## src/rtl/lsb_priority_arbiter_if.sv

```systemverilog
// Request/grant bundle between the requesters and the arbiter.
interface lsb_priority_arbiter_if #(
  parameter int WIDTH = 4
);
  localparam int IW = $clog2(WIDTH);

  logic             mode;
  logic [WIDTH-1:0] req;
  logic [WIDTH-1:0] gnt;
  logic [IW-1:0]    gnt_idx;
  logic             busy;

  modport master (output mode, output req, input gnt, input gnt_idx, input busy);
  modport slave  (input mode, input req, output gnt, output gnt_idx, output busy);
endinterface

```

## src/rtl/lsb_priority_arbiter.sv

```systemverilog
// Single-owner arbiter with fixed LSB-first or round-robin selection and an
// optional cap on consecutive grant cycles.
//
// state | meaning
// IDLE  | no owner; arbitrate on the next edge if any request is pending
// GRANT | one owner holds gnt until it drops its request or hits MAX_HOLD
module lsb_priority_arbiter #(
  parameter int WIDTH    = 4,
  parameter int MAX_HOLD = 8
) (
  input logic clk,
  input logic rst,
  lsb_priority_arbiter_if.slave bus
);
  localparam int IW = $clog2(WIDTH);
  localparam int HW = (MAX_HOLD < 2) ? 1 : $clog2(MAX_HOLD + 1);
  localparam logic [HW-1:0] HOLD_LIM = HW'(MAX_HOLD);
  localparam logic [IW-1:0] LAST_IDX = IW'(WIDTH - 1);

  typedef enum logic {IDLE, GRANT} state_t;

  state_t           state_q, state_d;
  logic [WIDTH-1:0] gnt_q, gnt_d;
  logic [IW-1:0]    idx_q, idx_d;
  logic [IW-1:0]    ptr_q, ptr_d;
  logic [HW-1:0]    hold_q, hold_d;

  logic [IW-1:0]    idx_hi, idx_lo, win_idx;
  logic             hit_hi;
  logic             owner_req;
  logic             hold_max;

  // Winner search: lowest set bit at/above ptr, and lowest set bit overall.
  always_comb begin
    hit_hi = 1'b0;
    idx_hi = '0;
    idx_lo = '0;
    for (int i = WIDTH - 1; i >= 0; i--) begin
      if (bus.req[i]) begin
        idx_lo = IW'(i);
        if (IW'(i) >= ptr_q) begin
          hit_hi = 1'b1;
          idx_hi = IW'(i);
        end
      end
    end
    win_idx = (bus.mode && hit_hi) ? idx_hi : idx_lo;
  end

  assign owner_req = bus.req[idx_q];
  assign hold_max  = (MAX_HOLD != 0) && (hold_q == HOLD_LIM);

  // Next-state, grant and pointer logic.
  always_comb begin
    state_d = state_q;
    gnt_d   = gnt_q;
    idx_d   = idx_q;
    ptr_d   = ptr_q;
    hold_d  = hold_q;
    case (state_q)
      IDLE: begin
        if (|bus.req) begin
          state_d = GRANT;
          gnt_d   = {{(WIDTH-1){1'b0}}, 1'b1} << win_idx;
          idx_d   = win_idx;
          hold_d  = HW'(1);
        end
      end
      GRANT: begin
        if (!owner_req || hold_max) begin
          // Release always passes through IDLE, giving one all-zero cycle.
          state_d = IDLE;
          gnt_d   = '0;
          idx_d   = '0;
          ptr_d   = (idx_q == LAST_IDX) ? '0 : idx_q + 1'b1;
        end else begin
          hold_d = hold_q + 1'b1;
        end
      end
      default: begin
        state_d = IDLE;
        gnt_d   = '0;
        idx_d   = '0;
      end
    endcase
  end

  // State register with synchronous reset.
  always_ff @(posedge clk) begin
    if (rst) begin
      state_q <= IDLE;
      gnt_q   <= '0;
      idx_q   <= '0;
      ptr_q   <= '0;
      hold_q  <= '0;
    end else begin
      state_q <= state_d;
      gnt_q   <= gnt_d;
      idx_q   <= idx_d;
      ptr_q   <= ptr_d;
      hold_q  <= hold_d;
    end
  end

  assign bus.gnt     = gnt_q;
  assign bus.gnt_idx = idx_q;
  assign bus.busy    = |gnt_q;
endmodule

```

## src/flat_wrapper.sv

```systemverilog
// flat-port wrapper written by rule: the top's interface ports become plain ports
module lsb_priority_arbiter_flat 
#(
  parameter int WIDTH    = 4,
  parameter int MAX_HOLD = 8
)
  (clk, rst, bus_mode, bus_req, bus_gnt, bus_gnt_idx, bus_busy);
  lsb_priority_arbiter_if #(.WIDTH(WIDTH)) bus_i ();
  input logic clk;
  input logic rst;
  input wire logic [$bits(bus_i.mode)-1:0] bus_mode;
  input wire logic [$bits(bus_i.req)-1:0] bus_req;
  output wire logic [$bits(bus_i.gnt)-1:0] bus_gnt;
  output wire logic [$bits(bus_i.gnt_idx)-1:0] bus_gnt_idx;
  output wire logic [$bits(bus_i.busy)-1:0] bus_busy;
  assign bus_i.mode = bus_mode;
  assign bus_i.req = bus_req;
  assign bus_gnt = bus_i.gnt;
  assign bus_gnt_idx = bus_i.gnt_idx;
  assign bus_busy = bus_i.busy;
  lsb_priority_arbiter #(.WIDTH(WIDTH), .MAX_HOLD(MAX_HOLD)) u_core (.clk(clk), .rst(rst), .bus(bus_i));
endmodule
```

## config.mk

```make
export PLATFORM = sky130hd
export DESIGN_NAME = lsb_priority_arbiter_flat
export DESIGN_NICKNAME = d
export VERILOG_FILES = /design/src/rtl/lsb_priority_arbiter_if.sv /design/src/rtl/lsb_priority_arbiter.sv /design/src/flat_wrapper.sv
export SDC_FILE = /design/constraint.sdc
export NUM_CORES = 1
export LEC_CHECK = 0
export ABC_AREA = 1
export CELL_PAD_IN_SITES_DETAIL_PLACEMENT = 0
export CELL_PAD_IN_SITES_GLOBAL_PLACEMENT = 1
export CORE_MARGIN = 2
export CORE_UTILIZATION = 42
export CTS_CLUSTER_DIAMETER = 40
export DETAILED_ROUTE_END_ITERATION = 6
export DONT_BUFFER_PORTS = 1
export GPL_TIMING_DRIVEN = 0
export PLACE_DENSITY = 0.83
export SETUP_SLACK_MARGIN = 0.05
export SYNTH_ARGS = -nofsm -noshare
export SYNTH_HDL_FRONTEND = slang
export SYNTH_SLANG_ARGS = --single-unit
```

## constraint.sdc

```tcl
create_clock -name clk -period 1.7 [get_ports clk]
set_clock_uncertainty 0.05 [all_clocks]
set_input_delay 0.085 -clock clk [delete_from_list [all_inputs] [get_ports clk]]
set_output_delay 0.085 -clock clk [all_outputs]
set_load 0.005 [all_outputs]
```

==> flow_metrics.env <==
export IMPL_cts_buffers=3
export IMPL_viasPerCell=4.75
export IMPL_antenna_found_initial=0
export IMPL_path_max_fanout=9
export IMPL_finalSetupViolCount=0
export IMPL_drtAntennaViolNets=0
export IMPL_timing_rr_start="u_core.bus.gnt_idx[0]$_SDFFE_PP0P_"
export IMPL_slew_viol_final=0
export IMPL_fin_crit_ns=1.36
export IMPL_worstHoldPathCells=5
export IMPL_n_fill_cell=187
export IMPL_rsz0062_at_grt="false"
export IMPL_place_port_buffers=0
export IMPL_synth_area_sq_um=795
export IMPL_ff2ff_setup_slack_ns=0.34
export IMPL_hold_path_startpoint="bus_req[0]"
export IMPL_multi_input_area_sq_um=467
export IMPL_min_to="u_core.bus.gnt_idx[0]$_SDFFE_PP0P_"
export IMPL_num_rows=15
export IMPL_cpPeakStageDelay_ns=0.48
export IMPL_hold_path_class="in2reg"
export IMPL_layout_commonest_cell="nand2_1"
export IMPL_cts_setup_buffers=0
export IMPL_die_x_microns=47.5
export IMPL_fin_crit_sh_pct=80.3
export IMPL_synth_area_per_cell_sq_um=6.73
export IMPL_end_kind="register"
export IMPL_setup_slack_ns=0.335
export IMPL_cts_resized=0
export IMPL_status="completed"
export IMPL_slew_headroom_pct=72.4
export IMPL_register_area_sq_um=260
export IMPL_required_ns=1.81
export IMPL_path_cells="nand2_1 -> o211ai_1 -> nand2_2 -> nand2_2 -> nand2_4 -> nand2_2 -> nor2_2 -> nor2_1 -> nor2_1"
export IMPL_drt_pass1_iter_count=4
export IMPL_grtUsageMet1_pct=23.2
export IMPL_startpoint_type="register"
export IMPL_clk_pin_slew_ns=0.08
export IMPL_ys_flop_type="dfxtp_1"
export IMPL_clkLatencyLatePin_ns=0.28
export IMPL_yosysSeqAreaShare_pct=32.8
export IMPL_start_util_pct=45.5
export IMPL_area_growth_pct=7.40
export IMPL_drt_iter0_markers=12
export IMPL_fp_dieH_microns=47.5
export IMPL_grt_start_max_net_pins=11
export IMPL_p_per_area_nw_per_um2=814
export IMPL_r2r_end="u_core.bus.gnt[0]$_SDFFE_PP0P_"
export IMPL_hpwl_microns=1170
export IMPL_pre_cts_ws_ns=0.331
export IMPL_syn_inst=118
export IMPL_tns_ns=0
export IMPL_grt_pass1_wl_microns=2540
export IMPL_clock_sinks=13
export IMPL_overflow=0
export IMPL_cts_hold_buf=0
export IMPL_clk_path_buf_depth=2
export IMPL_cts_htree_levels=1
export IMPL_final_cell_mix="nand2_1 (22), inv_1 (14), nor2_1 (13), dfxtp_1 (13), nand3_1 (12)"
export IMPL_path_common_cell="nand2_2"
export IMPL_drc=0
export IMPL_path_class="reg2reg"
export IMPL_met3_usage_pct=6.79
export IMPL_fmax_mhz=733
export IMPL_synth_edf_count=0
export IMPL_dieArea_sq_um=2260
export IMPL_busiest_layer="met2"
export IMPL_synth_cell_types=23
export IMPL_drive_gt1_share_pct=17.2
export IMPL_drt_wl_total_microns=1450
export IMPL_synth_warnings=0
export IMPL_arrival_ns=1.48
export IMPL_ys_async_sr_fraction_pct=0
export IMPL_power_leakage_nw=0.387
export IMPL_wire_per_inst_microns=9.89
export IMPL_grt_pass1_vias=639
export IMPL_grt_met2_usage_pct=23.8
export IMPL_critical_path_slowest_cell="dfxtp_1"
export IMPL_fin_nets=133
export IMPL_antenna_cells=0
export IMPL_gp_congestion=0.779
export IMPL_grt_util_all_layers_pct=16.2
export IMPL_synth_ff_latch_count=13
export IMPL_ir_worst_vdd_mv=0.429
export IMPL_tightest_slew_ns=0.415
export IMPL_synth_nets=128
export IMPL_cts_root_buf="clkbuf_4"
export IMPL_cts_tree="built"
export IMPL_drv_cap=0
export IMPL_core_area_sq_um=1750
export IMPL_hold_violations=0
export IMPL_vias=698
export IMPL_reg2regPathDepth=9
export IMPL_io_pins=14
synthesized netlist by cell type, types with 2 or more instances:
cell type	count	area, sq um
nand3_1	12	60.1
inv_1	14	52.6
inv_2	3	11.3
nor2_1	13	48.8
nand2_1	22	82.6
nand2_2	7	43.8
a21oi_1	11	55.1
o21ai_0	3	15.0
nor2_2	4	25.0
nor3_1	2	10.0
ha_1	3	37.5
dfxtp_1	13	260
registers in the layout, summed over array words and instances (netlist names):
signal              count
u_core.ptr_q            2
u_core.hold_q           4
u_core.state_q          1
u_core.bus.gnt          4
u_core.bus.gnt_idx      2
where the power goes:
group / leakage, nW / switching [mW] / internal, mW
sequential: 0.106 / 0.0250 / 0.326
clock: 0.0177 / 0.101 / 0.0873
combinational: 0.262 / 0.0999 / 0.0555
total: 0.387 / 0.226 / 0.469
critical path, delay by kind of cell (launching register included):
| kind | cells | cell delay (ns) |
|---|---|---|
| AND/OR/NAND/NOR | 8 | 0.60 |
| flip-flops | 1 | 0.48 |
| AO/OA/AOI/OAI | 1 | 0.10 |
stage by stage:
step | hold WS (ns) | cell area [sq um] | instances | util [%] | power (mW)
4_1_cts | 0.0836 | 853 | 147 | 48.9 | 0.705
3_5_place_dp | 0.342 | 826 | 143 | 47.3 | 0.515
5_1_grt | 0.144 | 853 | 147 | 48.9 | 0.741
3_3_place_gp | 0.341 | 826 | 143 | 47.3 | 0.514
6_report | 0.0827 | 853 | 147 | 48.9 | 0.695
2_1_floorplan | 0.334 | 795 | 118 | - | 0.485
per-layer routing:
layer	share of wire, %	vias to the layer above
met3	6.8	0
met1	54	295
met2	40	15
met5	0	-
met4	0	0
li1	-	388
logic make-up (layout without fill, tap and decap cells):
kind of cell | after synthesis | count (layout) | synth area share [%]
AOI/OAI and AO/OA | 19 | 19 | 14.5
xor gates and xnor gates | 1 | 1 | 1.10
adders and majority gates | 3 | 3 | 4.72
and+or+nand+nor | 64 | 64 | 38.4
buffers and inverters | 18 | 22 | 8.50
DFF | 13 | 13 | 32.8
worst max path at each step:
stage                                  startpoint                              to  slack (ns)  cells after the start
4_1_cts        u_core.bus.gnt_idx[0]$_SDFFE_PP0P_  u_core.bus.gnt[0]$_SDFFE_PP0P_        0.31                      9
6_report       u_core.bus.gnt_idx[0]$_SDFFE_PP0P_  u_core.bus.gnt[0]$_SDFFE_PP0P_        0.34                      9
3_3_place_gp   u_core.bus.gnt_idx[0]$_SDFFE_PP0P_  u_core.bus.gnt[0]$_SDFFE_PP0P_        0.35                      9
2_1_floorplan  u_core.bus.gnt_idx[0]$_SDFFE_PP0P_  u_core.bus.gnt[0]$_SDFFE_PP0P_        0.48                      9
5_1_grt        u_core.bus.gnt_idx[0]$_SDFFE_PP0P_  u_core.bus.gnt[0]$_SDFFE_PP0P_        0.13                     10
3_5_place_dp   u_core.bus.gnt_idx[0]$_SDFFE_PP0P_  u_core.bus.gnt[0]$_SDFFE_PP0P_        0.33                      9
area by class of cell:
type	instances	share of cell area [%]
sequential	13	30.5
multi-input combinational	87	54.7
clock buffer	3	2.64
buffer	1	0.440
clock inverter	1	0.587
tap	25	3.67
inverter	17	7.48
Power figures use the tool's default switching activity.
